<file path="config.mk">
export PLATFORM = sky130hd
export DESIGN_NAME = usb_tx_arbiter
export DESIGN_NICKNAME = d
export VERILOG_FILES = /design/src/rtl/usb_pkg.sv /design/src/rtl/usb_rr_pick.sv /design/src/rtl/usb_tx_arbiter.sv
export SDC_FILE = /design/constraint.sdc
export NUM_CORES = 1
export LEC_CHECK = 0
export ABC_CLOCK_PERIOD_IN_PS = 4200
export BUFFER_PORTS_ARGS = -buffer_cell sky130_fd_sc_hd__buf_2
export CAP_MARGIN = 20
export CORE_ASPECT_RATIO = 1.4
export CORE_UTILIZATION = 50
export CTS_CLUSTER_DIAMETER = 80
export CTS_CLUSTER_SIZE = 12
export DETAILED_ROUTE_END_ITERATION = 6
export HOLD_SLACK_MARGIN = 0.08
export PLACE_DENSITY_LB_ADDON = 0.25
export SLEW_MARGIN = 10
export SYNTH_ARGS = -nofsm -noshare
export SYNTH_HDL_FRONTEND = slang
export SYNTH_HIERARCHICAL = 1
export SYNTH_SLANG_ARGS = --single-unit
</file>
<file path="constraint.sdc">
create_clock -name clk -period 4.2 [get_ports clk]
set_clock_uncertainty 0.2 [all_clocks]
set_input_delay 0.63 -clock clk [delete_from_list [all_inputs] [get_ports clk]]
set_output_delay 0.63 -clock clk [all_outputs]
set_load 0.03 [all_outputs]
</file>
<file path="src/rtl/usb_pkg.sv">
// Shared USB transmit-side definitions: PID bytes, arbiter states and
// requester indices used by the transmit arbiter and its picker.
package usb_pkg;

    // Token / data / handshake PID bytes as they appear on data_o
    localparam logic [7:0] PID_OUT   = 8'hE1;
    localparam logic [7:0] PID_IN    = 8'h69;
    localparam logic [7:0] PID_SOF   = 8'hA5;
    localparam logic [7:0] PID_SETUP = 8'h2D;
    localparam logic [7:0] PID_DATA0 = 8'hC3;
    localparam logic [7:0] PID_DATA1 = 8'h4B;
    localparam logic [7:0] PID_ACK   = 8'hD2;
    localparam logic [7:0] PID_NAK   = 8'h5A;
    localparam logic [7:0] PID_STALL = 8'h1E;

    // Requester slots on the arbiter's 3-bit request vectors
    localparam int unsigned REQ_HS    = 0;
    localparam int unsigned REQ_CTRL  = 1;
    localparam int unsigned REQ_AUDIO = 2;
    localparam int unsigned NUM_REQ   = 3;

    typedef enum logic [1:0] {
        ST_IDLE = 2'd0,
        ST_SEND = 2'd1,
        ST_GAP  = 2'd2
    } arb_state_t;

endpackage

</file>
<file path="src/rtl/usb_rr_pick.sv">
// Combinational requester picker: the handshake generator always wins,
// control and audio share the link round-robin via a 1-bit pointer
// (ptr=0 favours control, ptr=1 favours audio).
module usb_rr_pick
    import usb_pkg::*;
(
    input  logic [2:0] req,
    input  logic       ptr,
    output logic [2:0] pick
);

    // One-hot winner: absolute priority first, then the pointer tie-break
    always_comb begin
        pick = '0;
        if (req[REQ_HS]) begin
            pick[REQ_HS] = 1'b1;
        end else if (req[REQ_CTRL] && req[REQ_AUDIO]) begin
            if (ptr) begin
                pick[REQ_AUDIO] = 1'b1;
            end else begin
                pick[REQ_CTRL] = 1'b1;
            end
        end else if (req[REQ_CTRL]) begin
            pick[REQ_CTRL] = 1'b1;
        end else if (req[REQ_AUDIO]) begin
            pick[REQ_AUDIO] = 1'b1;
        end
    end

endmodule

</file>
<file path="src/rtl/usb_tx_arbiter.sv">
// Shares one USB byte transmitter between the handshake generator, the
// control endpoint and the audio endpoint. A packet owns the link from
// its first byte to the byte marked last; packets are separated by an
// enforced idle gap, and a stalled or failing transmitter aborts the
// packet with a one-cycle error pulse.
module usb_tx_arbiter
    import usb_pkg::*;
#(
    parameter int unsigned GAP_CYCLES     = 8,
    parameter int unsigned TIMEOUT_CYCLES = 255
) (
    input  logic        clk,
    input  logic        nrst,
    input  logic [2:0]  req_valid,
    input  logic [23:0] req_data,
    input  logic [2:0]  req_last,
    output logic [2:0]  req_ready,
    output logic [7:0]  data_o,
    output logic        data_o_start_stop,
    input  logic        data_o_strb,
    input  logic        data_o_fail,
    output logic [2:0]  grant,
    output logic        err_pulse
);

    localparam int unsigned CW = $clog2(TIMEOUT_CYCLES + 1);
    localparam int unsigned GW = (GAP_CYCLES > 1) ? $clog2(GAP_CYCLES) : 1;
    localparam logic [CW-1:0] TMO_LAST = CW'(TIMEOUT_CYCLES - 1);
    localparam logic [CW-1:0] TMO_MAX  = CW'(TIMEOUT_CYCLES);
    localparam logic [GW-1:0] GAP_LOAD = GW'(GAP_CYCLES - 1);

    arb_state_t    state_q, state_d;
    logic [2:0]    grant_q, grant_d;
    logic          rr_q, rr_d;
    logic [CW-1:0] tmo_q, tmo_d;
    logic [GW-1:0] gap_q, gap_d;
    logic [7:0]    hold_q, hold_d;
    logic          err_q, err_d;

    logic [2:0]    pick;
    logic          cur_valid;
    logic          cur_last;
    logic [7:0]    cur_byte;
    logic          pkt_end;

    usb_rr_pick u_pick (
        .req  (req_valid),
        .ptr  (rr_q),
        .pick (pick)
    );

    // Mux the granted requester's byte/valid/last (grant_q is one-hot or zero)
    always_comb begin
        cur_valid = 1'b0;
        cur_last  = 1'b0;
        cur_byte  = '0;
        for (int unsigned i = 0; i < NUM_REQ; i++) begin
            if (grant_q[i]) begin
                cur_valid = cur_valid | req_valid[i];
                cur_last  = cur_last  | req_last[i];
                cur_byte  = cur_byte  | req_data[8*i +: 8];
            end
        end
    end

    // Next-state and output logic
    always_comb begin
        state_d           = state_q;
        grant_d           = grant_q;
        rr_d              = rr_q;
        tmo_d             = tmo_q;
        gap_d             = gap_q;
        hold_d            = hold_q;
        err_d             = 1'b0;
        pkt_end           = 1'b0;
        req_ready         = '0;
        data_o            = '0;
        data_o_start_stop = 1'b0;
        grant             = '0;

        case (state_q)
            ST_IDLE: begin
                tmo_d   = '0;
                gap_d   = '0;
                grant_d = '0;
                if (|req_valid) begin
                    grant_d = pick;
                    hold_d  = '0;
                    state_d = ST_SEND;
                end
            end

            ST_SEND: begin
                grant             = grant_q;
                data_o_start_stop = 1'b1;
                // During an underrun the last forwarded byte is replayed
                data_o            = cur_valid ? cur_byte : hold_q;
                if (cur_valid) begin
                    hold_d = cur_byte;
                end
                if (data_o_fail) begin
                    err_d   = 1'b1;
                    pkt_end = 1'b1;
                end else if (data_o_strb) begin
                    tmo_d = '0;
                    if (cur_valid) begin
                        req_ready = grant_q;
                        pkt_end   = cur_last;
                    end
                end else if (tmo_q == TMO_LAST) begin
                    err_d   = 1'b1;
                    pkt_end = 1'b1;
                end else if (tmo_q != TMO_MAX) begin
                    tmo_d = tmo_q + CW'(1);
                end
                // Completion or abort hands the round-robin turn to the other endpoint
                if (pkt_end) begin
                    state_d = ST_GAP;
                    gap_d   = GAP_LOAD;
                    grant_d = '0;
                    if (grant_q[REQ_CTRL]) begin
                        rr_d = 1'b1;
                    end else if (grant_q[REQ_AUDIO]) begin
                        rr_d = 1'b0;
                    end
                end
            end

            ST_GAP: begin
                tmo_d   = '0;
                grant_d = '0;
                if (gap_q == '0) begin
                    state_d = ST_IDLE;
                end else begin
                    gap_d = gap_q - GW'(1);
                end
            end

            default: begin
                state_d = ST_IDLE;
                grant_d = '0;
            end
        endcase
    end

    // State, counters, pointer and error pulse registers
    always_ff @(posedge clk or negedge nrst) begin
        if (!nrst) begin
            state_q <= ST_IDLE;
            grant_q <= '0;
            rr_q    <= 1'b0;
            tmo_q   <= '0;
            gap_q   <= '0;
            hold_q  <= '0;
            err_q   <= 1'b0;
        end else begin
            state_q <= state_d;
            grant_q <= grant_d;
            rr_q    <= rr_d;
            tmo_q   <= tmo_d;
            gap_q   <= gap_d;
            hold_q  <= hold_d;
            err_q   <= err_d;
        end
    end

    assign err_pulse = err_q;

endmodule

</file>
# Word level (Yosys, flattened, before mapping)
# Index checks and enable logic that the tools add are counted.
# op_classes
add_sub_neg	2
n_eq_ne	11
muxes	52
bitwise	6
n_reduce_logical	14
# ops
op	count
2-to-1 mux 8 bit	10
case mux 8 bit (2 select lines)	2
2-to-1 mux 3 bit	9
2-to-1 mux 1 bit	23
bitwise OR 8 bit	2
2-to-1 mux 2 bit	5
inequality test 2 bit, second input constant	5
case mux 3 bit (3 select lines)	1
AND reduction 3 bit	3
adder 8 x 1 -> 8 bit, second input constant	1
equality test 8 bit, second input constant	1
inequality test 8 bit, second input constant	1
inequality test 3 bit, second input constant	2
case mux 2 bit (3 select lines)	1
case mux 3 bit (2 select lines)	1
nonzero test 2 bit	3
bitwise OR 1 bit	4
AND reduction 4 bit	1
logical NOT 3 bit	1
nonzero test 3 bit	1
OR reduction 3 bit	1
subtractor 3 x 1 -> 3 bit, second input constant	1
equality test 2 x 1 -> 1 bit, second input constant	1
equality test 2 bit, second input constant	1
other kinds (4)	4
# totals
ff_bits	26
inputBits	34
out_inout_bits	16
word_cells	92

# Longest topological paths before layout
# Gate-level depths: netlist (run 1).
# logic_depth
ltp_word	11
ltp_mapped	7

# Cells and area by module
# The synthesis (run 1) kept the hierarchy.
# by_module_without_submodules
mod	n_inst	cells_each	area_per_inst_um2
usb_tx_arbiter	1	185	1699.1
usb_rr_pick	1	5	37.5

# Least setup slack after synthesis (run 1)
# No wires, ideal clock.
# synth_path
path_kind	in2out
start	in req_valid[0]
end	out data_o[0]
arrival_time_ns	2.122
setup_slack_ns	1.248
path_stages	4
path_cell_list	a222oi_1 buf_6 nand2_1 a21oi_1
# synth_via
elab_chain_cells	7
# synth_lines
item	line_no	rtl
start: declaration	usb_tx_arbiter.sv:14	input logic [2:0] req_valid,
2-to-1 mux 1 bit (*)	usb_tx_arbiter.sv:58	if (grant_q[i]) begin
bitwise OR 1 bit	usb_tx_arbiter.sv:59	cur_valid = cur_valid | req_valid[i];
2-to-1 mux 1 bit (*)	usb_tx_arbiter.sv:58	
bitwise OR 1 bit	usb_tx_arbiter.sv:59	
2-to-1 mux 1 bit (*)	usb_tx_arbiter.sv:58	
2-to-1 mux 8 bit (*)	n/a	
2-to-1 mux 8 bit (*)	usb_tx_arbiter.sv:81	case (state_q)
end: declaration	usb_tx_arbiter.sv:18	output logic [7:0] data_o,
# Every way passes the cells marked *; elsewhere a longest branch is shown, timed or not.

# Final worst setup path (run 1)
# layout_path
start	reg state_q[1]
end	out data_o[4]
# layout_via
elab_chain_cells	2
# layout_lines
item	line_no	rtl
start: declaration	usb_tx_arbiter.sv:32	arb_state_t state_q, state_d;
start signal: assignment	usb_tx_arbiter.sv:157	state_q <= state_d;
equality test 2 x 1 -> 1 bit	usb_tx_arbiter.sv:81	
2-to-1 mux 8 bit	usb_tx_arbiter.sv:81	
# No other way between the ends.

==> out/metrics.yaml, run 1 <==
run_status:
  status: "finished clean"
drt:
  vias_per_cell: 5.92
  firstDrtPassIters: 6
  wire_per_inst_um: 14.7
  route.detailed.drc: 0
  drt_iter0_markers: 68
  via_count: 1633
  wl_um: 4060
  drtAntennaViolNets: 0
layout:
  multiInputGateArea_um2: 987
  fill_cells: 314
  register_area_um2: 651
  diodes: 0
  nNetsFinal: 279
  stdcell_area_um2: 2070
  layout-drive-gt1-share_pct: 32.2
  area_delta_synth_final_pct: 19.2
critical_path:
  r2r_start: "state_q[1]$_DFFE_PN0P_"
  r2r_cells: 6
  cp.arrival_ns: 2.19
  startpoint_type: "flop"
  cp_max_fo: 15
  timing.rr.end: "grant_q[1]$_DFFE_PN0P_"
  critPathKind: "flop to output port"
  crit_path_end_kind: "output port"
  critical_path_required_ns: 3.37
  rrSetupSlack_ns: 1.61
clocking:
  root_buffer: "clkbuf_8"
  clockBufferDepth: 2
  cts_made_buffers: 3
  htree_num_levels: 1
  clk_latency_ns: 0.27
  post-cts-setup-buffers: 0
  hold_buffers: 0
  clkSinkCount: 26
  clk_pin_slew_worst_paths_ns: 0.09
  cts_tree: "done"
  cts_resized: 0
yosys:
  yosys-top-cells-count: "dfrtp_1 (26), nand2_1 (21), inv_1 (14)"
  synth_top_area_share_pct: 37.5
  yosysTopAreaCell: "dfrtp_1"
  avgSynthCellArea_um2: 9.14
  ys_seq_elements: 26
  synthDistinctLibCells: 46
  yosys_most_used_dff: "dfrtp_1"
  synth_area_leaders: "dfrtp_1 (37%), mux2_2 (5.8%), a222oi_1 (5.8%)"
  synth_edf_count: 0
  syn_area_um2: 1740
  synthCells: 190
  synth.most_common_cell: "dfrtp_1"
  async_reset_ff_share_pct: 100
  syn-num-nets: 232
  synth_warnings: 6
  seq_area_frac_synth_pct: 37.5
grt:
  antenna_found_initial: 0
  grt_usage_pct: 23.3
  grt_max_degree: 27
  grt_pass1_wl_um: 6680
  grt_pass1_vias: 1548
  grt.overflow.total: 0
flow_run:
  cap_violations: 0
timing:
  fin_crit_ns: 3.02
  clock.fmax_ghz: 0.331
  finalHoldViolCount: 0
  fin_tns_setup_ns: 0
  period_share_pct: 71.9
  rsz0062_at_grt: "false"
  slew_violations: 0
  relSlewSlack_pct: 55.3
  tightest_slew_ns: 0.666
  finalSetupViolCount: 0
floorplanning:
  die_h_um: 71.7
  fp-row-count: 25
  dieArea_um2: 3720
  die_w_um: 51.8
  initial_core_util_pct: 51.9
  core_area_um2: 3350
  ios: 50
pwr:
  power.density_cell_area_nw_per_um2: 538
  p_leak_nw: 1.01
  peakVddDrop_mv: 0.443
place:
  gp_congestion: 0.788
  place_area_um2: 1990
  dpl.hpwl_um: 3020
  numPortBuffers: 49
hold_path:
  hold_class: "primary input to asynchronous set/reset pin"
-- worst max-delay path, stage by stage (launching register included) --
cell,delay [ns]
dfrtp_1,0.42
inv_1,0.12
ha_1,0.49
inv_1,0.37
a21oi_1,0.27
buf_2,0.24
-- logic make-up after synthesis --
kind of cell	Yosys count	synth area share [%]
AND/OR/NAND/NOR	62	17.8
multiplexers	13	8.14
buffers and inverters	23	5.69
adder cells (fa/ha/maj)	8	5.76
flip-flops	26	37.5
AO/OA/AOI/OAI	58	25.1
-- through the flow --
step           power [W]  util (%)  worst slack, ns  std cells  hold WS (ns)
2_1_floorplan   0.000775         -             1.25        190         0.134
3_3_place_gp    0.000897      59.6             1.56        271         0.287
3_5_place_dp    0.000904      59.6             1.49        271         0.293
4_1_cts          0.00111      61.7             1.19        275         0.167
5_1_grt          0.00120      61.8            0.966        276         0.188
6_report         0.00111      61.8             1.18        276         0.153
-- area by class of cell --
cell class / count / area share, %
Multi-Input combinational cell: 141 / 47.7
Sequential cell: 26 / 31.4
Timing Repair Buffer: 51 / 12.5
Inverter: 14 / 2.54
Tap cell: 40 / 2.42
Clock buffer: 3 / 2.00
Clock inverter: 1 / 1.45
-- registers in the layout, summed over array words and instances (netlist names) --
name	flops
err_pulse	1
grant_q	3
gap_q	3
state_q	2
hold_q	8
tmo_q	8
rr_q	1
-- cell usage in the layout (no fill, tap or decap), types with 2 or more instances in the layout --
cell	instances
nor3_1	5
nand3_1	3
dfrtp_1	26
and3_1	2
mux2_2	9
or3_1	3
mux2i_1	4
a41oi_1	2
nand2_1	21
o31ai_1	4
nor2_1	11
inv_1	14
nor2b_1	2
ha_1	8
or2_2	8
clkbuf_8	3
o21ai_0	8
a2bb2oi_1	2
o2111ai_1	2
o311ai_0	3
buf_2	50
a21oi_1	13
a222oi_1	10
-- layer usage --
layer / routed length, um / GRT usage, %
met1: 1860 / 28.5
met2: 1990 / 41.6
met3: 167 / 2.97
met4: 37 / 7.21
met5: 0 / 0
-- power breakdown --
part | total [W] | internal [W] | switching (W)
combinational | 0.000543 | 0.000210 | 0.000333
clock | 0.000207 | 0.000127 | 0.0000797
sequential | 0.000364 | 0.000302 | 0.0000618
-- worst max-delay path by stage --
stage / from / cells past startpoint / endpoint
6_report: state_q[1]$_DFFE_PN0P_ / 5 / data_o[4]
5_1_grt: state_q[1]$_DFFE_PN0P_ / 5 / data_o[2]
4_1_cts: state_q[1]$_DFFE_PN0P_ / 5 / data_o[4]
3_5_place_dp: state_q[1]$_DFFE_PN0P_ / 5 / data_o[4]
3_3_place_gp: req_valid[0] / 6 / data_o[4]
2_1_floorplan: req_valid[0] / 4 / data_o[0]
Power figures use the tool's default switching activity.
==> run 2: changes to the inputs <==
--- a/config.mk
+++ b/config.mk
@@ -5,7 +5,8 @@
 export SDC_FILE = /design/constraint.sdc
 export NUM_CORES = 1
 export LEC_CHECK = 0
-export ABC_CLOCK_PERIOD_IN_PS = 4200
+export ABC_AREA = 1
+export ABC_CLOCK_PERIOD_IN_PS = 3000
 export BUFFER_PORTS_ARGS = -buffer_cell sky130_fd_sc_hd__buf_2
 export CAP_MARGIN = 20
 export CORE_ASPECT_RATIO = 1.4
==> constraint.sdc (replaced) <==
create_clock -name clk -period 3 [get_ports clk]
set_clock_uncertainty 0.2 [all_clocks]
set_input_delay 0.45 -clock clk [delete_from_list [all_inputs] [get_ports clk]]
set_output_delay 0.45 -clock clk [all_outputs]
set_load 0.03 [all_outputs]
==> run 2 against run 1 <==
Critical path depth unchanged. Global-route usage increased by 0.72 points. Clock power decreased by 7%. Flip-flop and latch count unchanged. Area after synthesis increased by 11%.
==> out/metrics.yaml, run 2 <==
clocking:
  clk_pin_slew_worst_paths_ns: 0.08
  cts_tree: "done"
  clockBufferDepth: 2
  cts_made_buffers: 3
  htree_num_levels: 1
  clkSinkCount: 26
  root_buffer: "clkbuf_8"
  clk_latency_ns: 0.27
yosys:
  avgSynthCellArea_um2: 6.68
  yosys_most_used_dff: "dfrtp_1"
  synth_area_leaders: "dfrtp_1 (34%), nand2_1 (24%), nand3_1 (7.5%)"
  synthDistinctLibCells: 27
  yosys-top-cells-count: "nand2_1 (123), nand3_1 (29), dfrtp_1 (26)"
  ys_seq_elements: 26
  synthCells: 289
  yosysTopAreaCell: "dfrtp_1"
  seq_area_frac_synth_pct: 33.7
  syn-num-nets: 331
  synth.most_common_cell: "nand2_1"
  synth_edf_count: 0
  async_reset_ff_share_pct: 100
  syn_area_um2: 1930
  synth_top_area_share_pct: 33.7
  synth_warnings: 6
floorplanning:
  dieArea_um2: 4120
  core_area_um2: 3680
  die_h_um: 75.5
  ios: 50
  initial_core_util_pct: 52.5
  die_w_um: 54.5
  fp-row-count: 26
critical_path:
  worst_path_max_delay_cell: "dfrtp_1"
  crit_path_end_kind: "output port"
  critPathBufInv: 3
  slowest_delay_ns: 0.43
  cp_cell_sequence: "inv_1 -> ha_1 -> inv_1 -> a21oi_1 -> buf_2"
  critPathKind: "flop to output port"
  critical_path_required_ns: 2.35
  timing.rr.end: "gap_q[1]$_DFFE_PN0P_"
  startpoint_type: "flop"
  cp.arrival_ns: 1.98
  rrSetupSlack_ns: 0.66
  r2r_start: "state_q[1]$_DFFE_PN0P_"
  cp_top_family: "buffers and inverters"
  path_common_cell: "inv_1"
  cp_max_fo: 14
  r2r_cells: 9
  cp.depth: 5
timing:
  relSlewSlack_pct: 59.5
  period_share_pct: 87.7
  fin_tns_setup_ns: 0
  hold_slack_ns: 0.278
  tightest_slew_ns: 0.608
  finalHoldViolCount: 0
  clock.fmax_ghz: 0.380
  finalSetupViolCount: 0
  slew_violations: 0
  rsz0062_at_grt: "false"
  fin_crit_ns: 2.63
drt:
  highest_layer: "met4"
  wl_um: 4690
  drt_iter0_markers: 66
  firstDrtPassIters: 4
  drtAntennaViolNets: 0
  route.detailed.drc: 0
  dr_wl_met2_um: 2480
  via_count: 1978
  vias_per_cell: 5.22
  wire_per_inst_um: 12.4
  wl_met1_um: 1960
  wl_met3_um: 144
grt:
  grt_max_degree: 27
  antenna_found_initial: 0
  grt_pass1_wl_um: 7240
  grt_usage_pct: 24.1
  grt.overflow.total: 0
  grt_pass1_vias: 1766
run_status:
  status: "finished clean"
hold_path:
  min_to: "err_pulse$_DFF_PN0_"
  min_from: "data_o_fail"
  hold_class: "primary input to flop"
  hold_depth: 3
layout:
  fin_cells: 379
  final_cell_mix: "nand2_1 (123), buf_2 (49), nand3_1 (29)"
  top_regs: "hold_q x8, tmo_q x8"
  nNetsFinal: 381
  layout-drive-gt1-share_pct: 22.6
  mostFrequentLayoutCell: "nand2_1"
  area_delta_synth_final_pct: 16.5
  postLayoutCoreUtil_pct: 61.2
  register_area_um2: 651
  diodes: 0
  fill_cells: 362
  multiInputGateArea_um2: 1140
place:
  gp_congestion: 0.818
  place_inst: 375
  numPortBuffers: 49
  dpl.hpwl_um: 3620
pwr:
  power.density_cell_area_nw_per_um2: 712
  peakVddDrop_mv: 0.540
  p_leak_nw: 1.20
flow_run:
  cap_violations: 0
## run 2: kinds of logic after synthesis
| kind of cell | after synthesis | synth area share [%] |
|---|---|---|
| compound gates | 23 | 7.58 |
| xor+xnor | 1 | 0.454 |
| fa+ha+maj | 8 | 5.18 |
| buf+inv | 32 | 7.19 |
| flops | 26 | 33.7 |
| simple gates | 199 | 45.9 |
## run 2: worst max-delay path by stage
stage	endpoint	slack, ns	from
3_5_place_dp	data_o[4]	0.70	state_q[1]$_DFFE_PN0P_
3_3_place_gp	data_o[4]	0.71	state_q[1]$_DFFE_PN0P_
4_1_cts	data_o[4]	0.38	state_q[1]$_DFFE_PN0P_
5_1_grt	data_o[6]	0.21	state_q[1]$_DFFE_PN0P_
2_1_floorplan	data_o[0]	0.53	state_q[1]$_DFFE_PN0P_
6_report	data_o[4]	0.37	state_q[1]$_DFFE_PN0P_
## run 2: metrics by stage
step / power [W] / worst slack, ns / instance area (um2)
floorplan: 0.00122 / 0.529 / 1930
global placement: 0.00140 / 0.709 / 2200
detailed placement: 0.00141 / 0.700 / 2200
CTS: 0.00161 / 0.379 / 2250
global route: 0.00173 / 0.212 / 2250
finish: 0.00160 / 0.369 / 2250
## run 2: what timing repair did
action                                  in CTS  in global routing
setup buffers                                0                  0
endpoints found under the setup margin       0                  0
gates resized for setup                      0                  0
hold buffers                                 1                  0
hold endpoints to repair                    26                  0
## run 2: metal layers
metal	global-route usage, %	vias to the layer above
met4	10.5	0
met5	0	-
met2	44.0	36
li1	-	1021
met1	27.2	912
met3	2.59	9
## run 2: report_power, final
| part | leakage [nW] | switching [W] | internal (W) | total [W] |
|---|---|---|---|---|
| sequential | 0.353 | 0.0000733 | 0.000425 | 0.000498 |
| clock | 0.0216 | 0.000103 | 0.0000900 | 0.000193 |
| combinational | 0.827 | 0.000631 | 0.000280 | 0.000911 |
| total | 1.20 | 0.000807 | 0.000795 | 0.00160 |
## run 2: layout make-up
type,count,share of cell area [%]
Inverter,25,4.17
Sequential cell,26,28.9
Clock buffer,3,1.84
Multi-Input combinational cell,231,50.7
Timing Repair Buffer,52,12.0
Tap cell,42,2.34
## run 2: worst min-delay path, delay by kind of cell
kind	cells	cell delay, ns
buffers and inverters	1	0.11
and+or+nand+nor	1	0.08
AOI/OAI and AO/OA	1	0.06
